===== src/rtl/puf_resp_capture.sv =====
// Multi-channel PUF arbiter response capture: repeated sampling, per-channel majority vote and instability flags.
// Optional macro PUF_SYNC2_EN adds a second input register stage (all latencies +1 clk).
module puf_resp_capture #(
  parameter int WIDTH   = 8,
  parameter int SAMPLES = 5
) (
  input  logic             clk,
  input  logic             rst_n,
  input  logic [WIDTH-1:0] data,
  input  logic             sample,
  input  logic             start,
  output logic             busy,
  output logic [WIDTH-1:0] resp,
  output logic [WIDTH-1:0] unstable,
  output logic             resp_valid,
  input  logic             resp_ready
);

  localparam int CNT_W = $clog2(SAMPLES + 1);
  localparam logic [CNT_W-1:0] SAMP_C = CNT_W'(SAMPLES);
  localparam logic [CNT_W-1:0] HALF_C = CNT_W'(SAMPLES / 2);

  typedef enum logic [1:0] {IDLE, COLLECT, HOLD} state_t;

  state_t           state, state_d;
  logic [CNT_W-1:0] issued, taken;
  logic [CNT_W-1:0] ones [WIDTH];
  logic [WIDTH-1:0] data_r, data_q;
  logic             stb_r, stb_q;
  logic             stb_gate, enter, done;

  assign stb_gate = sample && (state == COLLECT) && (issued < SAMP_C);
  assign enter    = (state == IDLE) && start;
  assign done     = (state == COLLECT) && (taken == SAMP_C);

`ifdef PUF_SYNC2_EN
  logic [WIDTH-1:0] data_r2;
  logic             stb_r2;

  always_ff @(posedge clk) begin
    if (!rst_n) begin
      data_r2 <= '0;
      stb_r2  <= 1'b0;
    end else begin
      data_r2 <= data_r;
      stb_r2  <= stb_r;
    end
  end

  assign data_q = data_r2;
  assign stb_q  = stb_r2;
`else
  assign data_q = data_r;
  assign stb_q  = stb_r;
`endif

  always_comb begin
    state_d    = state;
    busy       = (state != IDLE);
    resp_valid = (state == HOLD);
    case (state)
      IDLE:    if (start) state_d = COLLECT;
      COLLECT: if (taken == SAMP_C) state_d = HOLD;
      HOLD:    if (resp_ready) state_d = IDLE;
      default: state_d = IDLE;
    endcase
  end

  always_ff @(posedge clk) begin
    if (!rst_n) begin
      state    <= IDLE;
      data_r   <= '0;
      stb_r    <= 1'b0;
      issued   <= '0;
      taken    <= '0;
      resp     <= '0;
      unstable <= '0;
      for (int unsigned i = 0; i < WIDTH; i++) ones[i] <= '0;
    end else begin
      state  <= state_d;
      data_r <= data;
      stb_r  <= stb_gate;
      if (enter) begin
        issued <= '0;
        taken  <= '0;
        for (int unsigned i = 0; i < WIDTH; i++) ones[i] <= '0;
      end else begin
        if (stb_gate) issued <= issued + CNT_W'(1);
        if (stb_q) begin
          taken <= taken + CNT_W'(1);
          for (int unsigned i = 0; i < WIDTH; i++)
            ones[i] <= ones[i] + CNT_W'(data_q[i]);
        end
      end
      // ones[] is final here: every accepted strobe has drained through the pipe
      if (done) begin
        for (int unsigned i = 0; i < WIDTH; i++) begin
          resp[i]     <= (ones[i] > HALF_C);
          unstable[i] <= (ones[i] != '0) && (ones[i] != SAMP_C);
        end
      end
    end
  end

endmodule


===== config.mk =====
export PLATFORM = sky130hd
export DESIGN_NAME = puf_resp_capture
export DESIGN_NICKNAME = d
export VERILOG_FILES = /design/src/rtl/puf_resp_capture.sv
export SDC_FILE = /design/constraint.sdc
export NUM_CORES = 1
export LEC_CHECK = 0
export ABC_AREA = 1
export BUFFER_PORTS_ARGS = -buffer_cell sky130_fd_sc_hd__buf_2
export CORE_MARGIN = 3
export CORE_UTILIZATION = 40
export CTS_BUF_LIST = sky130_fd_sc_hd__clkbuf_16
export CTS_CLUSTER_SIZE = 40
export DETAILED_ROUTE_END_ITERATION = 7
export HOLD_SLACK_MARGIN = 0.06
export PLACE_DENSITY = 0.56
export SLEW_MARGIN = 25
export SYNTH_ARGS = -nofsm -noshare
export SYNTH_HDL_FRONTEND = slang
export SYNTH_SLANG_ARGS = --single-unit

===== constraint.sdc =====
create_clock -name clk -period 3.03 [get_ports clk]
set_input_delay 0.303 -clock clk [delete_from_list [all_inputs] [get_ports clk]]
set_output_delay 0.303 -clock clk [all_outputs]
set_load 0.02 [all_outputs]

==> results of run 1 <==
==> cell families (layout without fill, tap and decap cells) <==
kind of cell | count (synthesis) | in the layout | share of synthesized area
AOI/OAI and AO/OA | 28 | 28 | 0.0500
xor gates and xnor gates | 7 | 7 | 0.0213
adders and majority gates | 19 | 19 | 0.0827
buffers and inverters | 68 | 106 | 0.111
DFF | 57 | 57 | 0.470
and+or+nand+nor | 141 | 141 | 0.265
==> where the power goes <==
group	total [mW]	internal, mW	switching [mW]
registers	0.848	0.824	0.0233
clock network	0.850	0.534	0.316
logic	0.124	0.0422	0.0818
total	1.82	1.40	0.421
==> per-stage QoR <==
step	power (mW)	instance area [um2]	cells	hold slack, ns	utilization
after floorplan	0.959	2880	320	0.401	-
after CTS	1.85	3320	454	0.152	0.483
after global placement	0.986	3060	438	0.460	0.446
after global routing	1.91	3320	454	0.168	0.483
after detailed placement	0.989	3060	438	0.469	0.446
final	1.82	3320	454	0.162	0.483
==> critical path: cells and delay by family, from the launching register on <==
| family | cells | cell delay, ns |
|---|---|---|
| buf+inv | 1 | 0.18 |
| flops | 1 | 0.58 |
| simple gates | 1 | 0.34 |
==> cell usage after synthesis (all sizes together) <==
master	count	area [um2]
a21oi	16	83.8
buf	8	82.6
clkinv	1	8.76
dfxtp	36	721
edfxtp	21	631
ha	19	238
inv	59	226
nand2	60	257
nand3	9	57.6
nand3b	1	7.51
nand4	2	12.5
nor2	61	389
nor3	8	40.0
o21ai	12	60.1
xnor2	7	61.3
==> worst min path at each step <==
| stage | start | to | slack [ns] | cells after the start |
|---|---|---|---|---|
| 3_3_place_gp | resp[0] | resp[0] | 0.46 | 2 |
| 5_1_grt | data[3] | data_q[3] | 0.17 | 3 |
| 2_1_floorplan | data[0] | data_q[0] | 0.40 | 2 |
| 6_report | data[4] | data_q[4] | 0.16 | 3 |
| 3_5_place_dp | resp[1] | resp[1] | 0.47 | 2 |
| 4_1_cts | data[5] | data_q[5] | 0.15 | 3 |
==> registers in the layout, summed over array words and instances (netlist names) <==
signal and flops:
data_q 8, issued 3, ones 24, resp 8
state 2, stb_q 1, taken 3, unstable 8
==> area by class of cell <==
class | count | area, um2
multi-input combinational | 195 | 1210
tap | 96 | 120
timing repair buffer | 30 | 150
fill | 673 | 3550
inverter | 60 | 235
sequential | 57 | 1350
clock buffer | 9 | 225
clock inverter | 7 | 30.0
==> per-layer routing <==
metal	wire length [um]	up-vias	GRT usage
met5	0	-	0
met4	88	0	0.0678
met3	161	10	0.0358
met2	2110	28	0.192
met1	2270	870	0.158
li1	-	1067	-
==> metrics.md, run 1 <==
| Metric | Value |
|---|---|
| Status | `finished clean` |
| PortBufs | `30` |
| Drt first pass iters | `4` |
| Largest net degree at the start of global routing | `31` |
| Rows | `30` |
| Fmax | `between 600 and 700 MHz` |
| Commonest non-fill, non-tap cell in the layout | `inv_1` |
| GR Overflow Total | `0` |
| DR vias | `1975` |
| Io pins | `31` |
| Post-Synthesis Cells | `320` |
| Sequential fraction of the synthesis area | `0.470` |
| VDD IR max | `a little over 0.3 mV` |
| Max incr delay on CP | `0.58 ns` |
| CP Class | `flop to flop` |
| Initial Util | `0.419` |
| H-tree levels | `3` |
| Max cap viols | `0` |
| Post-route ant nets | `0` |
| Max-slew headroom | `0.609` |
| Clock Pin Slew Worst Setup and Hold Paths | `0.05 ns` |
| Worst Path Max Fanout | `9` |
| CP endpoint | `ones[0][4]` |
| # Post-CTS Setup Buffers | `0` |
| Synth warnings | `0` |
| Crit path from | `stb_q` |
| Area of the core | `just under 7000 um2` |
| P_leak | `1.55 nW` |
| Synth Area per Inst | `8.99 um2` |
| FF-to-FF setup slack | `1.59 ns` |
| R2R Path End | `ones[0][4]` |
| DIE AREA | `8240 um2` |
| Hold_buf cts | `0` |
| Final Max Tran Viols | `0` |
| CTS Root Cell | `clkbuf_16` |
| R2R depth | `2` |
| DPL Wire Length | `3250 um` |
| Min cycle time layout | `1.44 ns` |
| Clk buf depth | `2` |
| Hold Crit Class | `primary input to flop` |
| Vias in the first global route | `approximately 1800` |
| Cell Chain, Critical Path | `inv_1 > nand2_1` |
| Layout net count | `about 390` |
| Syn nets | `352` |
| Post_cts resized | `0` |
| GPL Wtd Cong | `0.728` |
| Most frequent cells in the layout | `59 x inv_1, 57 x nand2_1, 39 x nor2_1` |
| Initial antenna violation count | `0` |
| Setup Skew | `0.00499 ns` |
| Worst Setup End Kind | `flop` |
| # DRC | `0` |
| Worst slack at placement | `~1.4 ns` |
| First-pass GRT wire length | `8180 um` |
| Setup_tns | `0 ns` |
| DR iter-0 viols | `67` |
| Slowest CP cell | `dfxtp_1` |
| PnR worst setup slack | `approximately 1.6 ns` |
| WL per Instance | `10.2 um` |
| Post-Synthesis Cell Area | `~2900 um2` |
| Worst-Margin Slew | `0.587 ns` |
| Arrival time worst endpoint | `1.42 ns` |
| Antenna diodes | `0` |
| Die W | `around 90 um` |
| Hold Vio Cnt, Final | `0` |
| Pwr dens | `549 nW/um2` |
| #FFs+latches synth | `57` |
| Origin of the critical flop-to-flop path | `stb_q` |
| Aggregate routed wire length | `around 4600 um` |
| Layout area overhead | `15.4%` |
| Startpoint types | `flop` |
| Final period utilization | `0.477` |
| Distinct cells, synth | `26` |
| Number of clock sinks | `57` |
| Worst endpoint required time | `about 3 ns` |
| CTS tree | `built` |
| RSZ-0062 raised after global routing | `false` |
| CTS Buf Count | `9` |
| Clock Latency Late Sink | `0.32 ns` |
| Vias/cell | `around 4.4` |
| Layout cells sized above 1 | `0.201` |
| Die Y-Extent | `90.8 um` |
| Final setup viols | `0` |
| Total track usage | `0.125` |
Note: power is estimated with default switching activity, not from simulation.
==> run 2, diff against run 1 <==
--- a/config.mk
+++ b/config.mk
@@ -5,7 +5,7 @@
 export SDC_FILE = /design/constraint.sdc
 export NUM_CORES = 1
 export LEC_CHECK = 0
-export ABC_AREA = 1
+export ABC_AREA = 0
 export BUFFER_PORTS_ARGS = -buffer_cell sky130_fd_sc_hd__buf_2
 export CORE_MARGIN = 3
 export CORE_UTILIZATION = 40
@@ -13,7 +13,7 @@
 export CTS_CLUSTER_SIZE = 40
 export DETAILED_ROUTE_END_ITERATION = 7
 export HOLD_SLACK_MARGIN = 0.06
-export PLACE_DENSITY = 0.56
+export PLACE_DENSITY = 0.57
 export SLEW_MARGIN = 25
 export SYNTH_ARGS = -nofsm -noshare
 export SYNTH_HDL_FRONTEND = slang
==> constraint.sdc (replaced) <==
create_clock -name clk -period 1.41 [get_ports clk]
set_input_delay 0.141 -clock clk [delete_from_list [all_inputs] [get_ports clk]]
set_output_delay 0.141 -clock clk [all_outputs]
set_load 0.02 [all_outputs]
==> run 2 against run 1 <==
Count of clock-buffer cells in the layout unchanged. Combinational power up 77%. Synthesized cell count down 31%. Core utilization up 5.4 points. Area after synthesis down 13%. Die area down 12%. Setup slack worse by 1.5 ns. Clock power up 120%. Global-route usage up 2.0 points. Critical path type unchanged. Highest routed layer unchanged.
==> metrics.md, run 2 <==
| Metric | Value |
|---|---|
| Io pins | `31 (unchanged)` |
| VDD IR max | `0.811 mV (was 0.303 mV)` |
| Largest net degree at the start of global routing | `34 (was 31)` |
| Hold Vio Cnt, Final | `0 (unchanged)` |
| PortBufs | `30 (unchanged)` |
| Synth top area share | `0.288 (was 0.251)` |
| CP Class | `flop to flop (unchanged)` |
| Biggest register | `ones (unchanged)` |
| Worst-Margin Slew | `0.289 ns (was 0.587 ns)` |
| Most frequent cells after synthesis | `36 x dfxtp_1, 21 x edfxtp_1, 21 x nor2_1, 19 x a21oi_1, 19 x ha_1 (was 57 x inv_1, 57 x nand2_1, 39 x nor2_1, 36 x dfxtp_1)` |
| Synth Flop Type | `dfxtp_1 (unchanged)` |
| Synth Area per Inst | `11.3 um2 (was 8.99 um2)` |
| Pwr dens | `1210 nW/um2 (was 549 nW/um2)` |
| Final Max Tran Viols | `0 (unchanged)` |
| Antenna diodes | `0 (unchanged)` |
| Most instantiated library cell after synthesis | `dfxtp_1` |
| Layout cells sized above 1 | `0.290 (was 0.201)` |
| Max-slew headroom | `0.807 (was 0.609)` |
| Non-Filler Instances | `354 (was 454)` |
| RSZ-0062 raised after global routing | `true (was false)` |
| Number of clock sinks | `57 (unchanged)` |
| DR vias | `1715 (was 1975)` |
| Worst Setup End Kind | `flop (unchanged)` |
| Synth warnings | `0 (unchanged)` |
| Final period utilization | `0.969 (was 0.477)` |
| Post-Synthesis Cells | `222 (was 320)` |
| Hold slack | `0.129 ns (was 0.162 ns)` |
| Layout area overhead | `28.6% (was 15.4%)` |
| Sequential fraction of the synthesis area | `0.540 (was 0.470)` |
| Vias in the first global route | `1695 (was 1806)` |
| # DRC | `0 (unchanged)` |
| Worst endpoint required time | `1.49 ns (was 3.01 ns)` |
| Total track usage | `0.144 (was 0.125)` |
| Area of the core | `5990 um2 (was 6870 um2)` |
| H-tree levels | `3 (unchanged)` |
| PnR worst setup slack | `0.0432 ns (was 1.59 ns)` |
| # Post-CTS Setup Buffers | `0 (unchanged)` |
| Max reg flops | `24 (unchanged)` |
| Initial Util | `0.418 (was 0.419)` |
| Clock Latency Late Sink | `0.32 ns (about the same)` |
| P_leak | `1.51 nW (was 1.55 nW)` |
| Arrival time worst endpoint | `1.44 ns (was 1.42 ns)` |
| Most frequent cells in the layout | `32 x dfxtp_1, 30 x buf_2, 21 x nor2_1, 21 x edfxtp_1, 19 x a21oi_1 (was 59 x inv_1, 57 x nand2_1, 39 x nor2_1)` |
| Clock Pin Slew Worst Setup and Hold Paths | `0.05 ns (about the same)` |
| DIE AREA | `7240 um2 (was 8240 um2)` |
| Rows | `28 (was 30)` |
| DR iter-0 viols | `68 (was 67)` |
| CTS Buf Count | `9 (unchanged)` |
| Aggregate routed wire length | `5010 um (was 4630 um)` |
| Setup Skew | `0.00964 ns (was 0.00499 ns)` |
| Pwr Total | `3.88 mW (was 1.82 mW)` |
| Drt first pass iters | `4 (unchanged)` |
| Worst slack at placement | `0.0170 ns (was 1.37 ns)` |
| Layout net count | `306 (was 385)` |
| Post-Synthesis Cell Area | `2500 um2 (was 2880 um2)` |
| GPL Wtd Cong | `0.710 (was 0.728)` |
| Placed insts | `325 (was 438)` |
| Final setup viols | `0 (unchanged)` |
| Commonest non-fill, non-tap cell in the layout | `dfxtp_1 (was inv_1)` |
| Post-synth EDFFs | `21 (unchanged)` |
| WL per Instance | `14.2 um (was 10.2 um)` |
| Post-route ant nets | `0 (unchanged)` |
| Hold Crit Class | `primary input to flop (unchanged)` |
| #FFs+latches synth | `57 (unchanged)` |
| Die Y-Extent | `85.1 um (was 90.8 um)` |
| Distinct cells, synth | `34 (was 26)` |
| First-pass GRT wire length | `7880 um (was 8180 um)` |
| CTS Root Cell | `clkbuf_16 (unchanged)` |
| Max cap viols | `0 (unchanged)` |
| Initial antenna violation count | `0 (unchanged)` |
| Die W | `85.1 um (was 90.8 um)` |
| Area contributors post-synth | `dfxtp_1 29%, edfxtp_1 25%, ha_1 9.5%, a21oi_1 3.8%, and2_4 3.5% (was dfxtp_1 25%, edfxtp_1 22%, ha_1 8.3%, nor2_4 8.2%, inv_1 7.4%)` |
| Asr flop ratio synth | `0 (unchanged)` |
| Worst Path Max Fanout | `7 (was 9)` |
| CTS tree | `built (unchanged)` |
| Status | `finished clean (unchanged)` |
| Vias/cell | `4.84 (was 4.35)` |
| Syn nets | `254 (was 352)` |
| Synth area leader | `dfxtp_1 (unchanged)` |
| Min cycle time layout | `1.37 ns (was 1.44 ns)` |
| GR Overflow Total | `0 (unchanged)` |
| Startpoint types | `flop (unchanged)` |
| Clk buf depth | `2 (unchanged)` |
| DPL Wire Length | `3070 um (was 3250 um)` |
| Fmax | `732 MHz (was 692 MHz)` |
[run 2: power by group]
part | internal [mW] | switching (mW) | leakage (nW)
sequential | 1.77 | 0.0496 | 0.524
combinational | 0.114 | 0.107 | 0.850
clock | 1.15 | 0.691 | 0.138
total | 3.03 | 0.847 | 1.51
[run 2: metrics by stage]
stage | TNS, ns | utilization | area, um2
2_1_floorplan | 0 | - | 2510
3_3_place_gp | 0 | 0.463 | 2770
3_5_place_dp | 0 | 0.463 | 2770
4_1_cts | 0 | 0.519 | 3110
5_1_grt | -0.0348 | 0.537 | 3220
6_report | 0 | 0.537 | 3220
[run 2: worst max-delay path, stage by stage (launching register included)]
cell,delay [ns]
dfxtp_2,0.31
or3b_4,0.41
and3_4,0.21
and2_2,0.18
[run 2: logic make-up (layout without fill, tap and decap cells)]
group | after synthesis | count (layout) | synth area share
DFF | 57 | 57 | 0.540
and+or+nand+nor | 70 | 72 | 0.162
adders and majority gates | 19 | 19 | 0.0950
muxes | 2 | 2 | 0.00800
buffers and inverters | 13 | 68 | 0.0250
AOI/OAI and AO/OA | 43 | 43 | 0.108
xor gates and xnor gates | 18 | 18 | 0.0630
[run 2: area by class of cell]
type,count,area [um2]
fill,546,2770
sequential,57,1360
multi-input combinational,154,1120
timing repair buffer,49,378
clock buffer,9,225
tap,75,93.8
clock inverter,7,30.0
inverter,3,11.3
[run 2: final timing paths]
path	slack [ns]	endpoint	cells after the start	startpoint
max	0.04	ones[1][7]	3	state[1]
min	0.13	state[1]	3	resp_ready
max reg2reg	0.04	ones[1][7]	3	state[1]
min reg2reg	0.48	taken[1]	2	taken[1]
[run 2: what timing repair did]
item	in CTS	in global routing
hold buffers	8	0
hold endpoints to repair	8	0
setup endpoints to repair	0	23
gates resized for setup	0	10
[run 2: metal layers]
| metal | GRT usage | share of wire |
|---|---|---|
| met4 | 0.0647 | 0.014 |
| met1 | 0.168 | 0.47 |
| met3 | 0.0612 | 0.038 |
| met5 | 0 | 0 |
| met2 | 0.232 | 0.48 |
==> run 3, diff against run 2 <==
==> constraint.sdc (replaced) <==
create_clock -name clk -period 1.4 [get_ports clk]
set_input_delay 0.14 -clock clk [delete_from_list [all_inputs] [get_ports clk]]
set_output_delay 0.14 -clock clk [all_outputs]
set_load 0.02 [all_outputs]
==> run 3 against run 2 <==
Maximum frequency down 0.23%. Design area decreased by 0.58%. Critical path depth stayed put.
==> metrics.md, run 3 (synthesized netlist as in run 2, its figures left out) <==
| Metric | Value |
|---|---|
| Pwr dens | `1210 nW/um2 (about the same)` |
| Worst Setup End Kind | `flop (unchanged)` |
| Number of clock sinks | `57 (unchanged)` |
| Vias/cell | `4.83 (was 4.84)` |
| Clk buf depth | `2 (unchanged)` |
| Max incr delay on CP | `0.43 ns (was 0.41 ns)` |
| Clock Pin Slew Worst Setup and Hold Paths | `0.05 ns (about the same)` |
| Max-slew headroom | `0.818 (was 0.807)` |
| Initial antenna violation count | `0 (unchanged)` |
| GPL Wtd Cong | `0.707 (was 0.710)` |
| Setup Skew | `0.00762 ns (was 0.00964 ns)` |
| Fillcell total | `538 (was 546)` |
| DR iter-0 viols | `36 (was 68)` |
| Cell Chain, Critical Path | `or3b_4 > and3_4 > and2_1 (was or3b_4 > and3_4 > and2_2)` |
| Most frequent cells in the layout | `34 x dfxtp_1, 30 x buf_2, 21 x nor2_1, 21 x edfxtp_1 (was 32 x dfxtp_1, 30 x buf_2, 21 x nor2_1, 21 x edfxtp_1, 19 x a21oi_1)` |
| Metal3 WL | `164 um (was 191 um)` |
| Arrival time worst endpoint | `1.44 ns (about the same)` |
| Worst-Margin Slew | `0.273 ns (was 0.289 ns)` |
| DPL Wire Length | `3000 um (was 3070 um)` |
| Fmax | `730 MHz (was 732 MHz)` |
| Highest routed layer | `met4 (unchanged)` |
| P_leak | `1.52 nW (was 1.51 nW)` |
| Area of the core | `5990 um2 (unchanged)` |
| Final Util | `0.534 (was 0.537)` |
| VDD IR max | `0.767 mV (was 0.811 mV)` |
| Final period utilization | `0.979 (was 0.969)` |
| Clock Latency Late Sink | `0.32 ns (about the same)` |
| WL met2 | `2050 um (was 2390 um)` |
| Biggest register | `ones (unchanged)` |
| Layout cells sized above 1 | `0.285 (was 0.290)` |
| Startpoint types | `flop (unchanged)` |
| Met1 Wirelength | `2130 um (was 2360 um)` |
| Io pins | `31 (unchanged)` |
| CP Class | `flop to flop (unchanged)` |
| DP Area | `2820 um2 (was 2770 um2)` |
| # DRC | `0 (unchanged)` |
| Max cap viols | `0 (unchanged)` |
| Commonest non-fill, non-tap cell in the layout | `dfxtp_1 (unchanged)` |
| Total track usage | `0.142 (was 0.144)` |
| Hold Crit Class | `primary input to flop (unchanged)` |
| Max reg flops | `24 (unchanged)` |
| First-pass GRT wire length | `7760 um (was 7880 um)` |
| WL per Instance | `12.6 um (was 14.2 um)` |
| Final Max Tran Viols | `0 (unchanged)` |
| Aggregate routed wire length | `4470 um (was 5010 um)` |
| Slowest CP cell | `or3b_4 (unchanged)` |
| Initial Util | `0.418 (unchanged)` |
| Hold Vio Cnt, Final | `0 (unchanged)` |
| Worst Path Max Fanout | `7 (unchanged)` |
| PortBufs | `30 (unchanged)` |
| Status | `finished clean (unchanged)` |
| Worst endpoint required time | `1.47 ns (was 1.49 ns)` |
| Layout area overhead | `27.8% (was 28.6%)` |
| Hold slack | `0.120 ns (was 0.129 ns)` |
| Layout net count | `308 (was 306)` |
| GR Overflow Total | `0 (unchanged)` |
| Vias in the first global route | `1688 (was 1695)` |
| Drt first pass iters | `4 (unchanged)` |
| Min cycle time layout | `1.37 ns (about the same)` |
| Antenna diodes | `0 (unchanged)` |
| Post-route ant nets | `0 (unchanged)` |
| Die Y-Extent | `85.1 um (unchanged)` |
| Die W | `85.1 um (unchanged)` |
| DIE AREA | `7240 um2 (unchanged)` |
| Largest net degree at the start of global routing | `32 (was 34)` |
| H-tree levels | `3 (unchanged)` |
| Fin area | `3200 um2 (was 3220 um2)` |
| CTS Root Cell | `clkbuf_16 (unchanged)` |
| DR vias | `1718 (was 1715)` |
| CTS Buf Count | `9 (unchanged)` |
| Final setup viols | `0 (unchanged)` |
| Setup_tns | `0 ns (unchanged)` |
| Rows | `28 (unchanged)` |
| CTS tree | `built (unchanged)` |
| RSZ-0062 raised after global routing | `true (unchanged)` |
run 3: changes by cell type in the layout (fill, tap and decap cells not counted), moves of 3 or more:
cell       before  now
and2_4         10   13
buf_4           7   11
o21ai_1         2    6
and2_2          3    0
clkbuf_16      12    9
o21ai_0         9    4
run 3: worst paths after layout:
check	start	endpoint	slack, ns	cells after the start
hold reg to reg	resp[1]	resp[1]	0.49	1
setup / recovery	state[0]	ones[1][6]	0.03	3
setup reg to reg	state[0]	ones[1][6]	0.03	3
hold / removal	resp_ready	state[1]	0.12	3
run 3: power breakdown:
group	switching [mW]	leakage (nW)	internal (mW)	total [mW]
Clock	0.649	0.141	1.14	1.79
Combinational	0.112	0.860	0.124	0.236
Sequential	0.0457	0.523	1.78	1.83
run 3: final cells by class:
cell class	count	area, um2	share of cell area
sequential	57	1350	0.423
clock inverter	7	26.3	0.00822
inverter	3	11.3	0.00352
clock buffer	9	225	0.0704
tap	75	93.8	0.0293
timing repair buffer	51	353	0.110
multi-input combinational	154	1130	0.355
run 3: routing by layer:
metal  up-vias  track usage
met5         -            0
met4         0       0.0906
met3        10       0.0466
met2        23        0.213
met1       798        0.175
li1        887            -
run 3: metrics by stage:
step | total power, mW | cells | worst slack (ns)
floorplan | 1.99 | 222 | 0.0146
global placement | 2.06 | 329 | -0.0856
detailed placement | 2.07 | 329 | -0.111
CTS | 3.91 | 354 | -0.00371
global route | 4.03 | 356 | -0.00597
finish | 3.86 | 356 | 0.0301
run 3: repair_timing:
action,CTS,global route
gates resized for setup,2,15
pin swaps,1,3
cloned,1,1
setup buffers,0,1
endpoints found under the hold margin,8,0
setup endpoints to repair,24,40
hold buffers,8,0
run 3: worst max-delay path: cells and delay by family (launching register included):
kind | cells | cell delay, ns
AND/OR/NAND/NOR | 3 | 0.81
flip-flops | 1 | 0.31
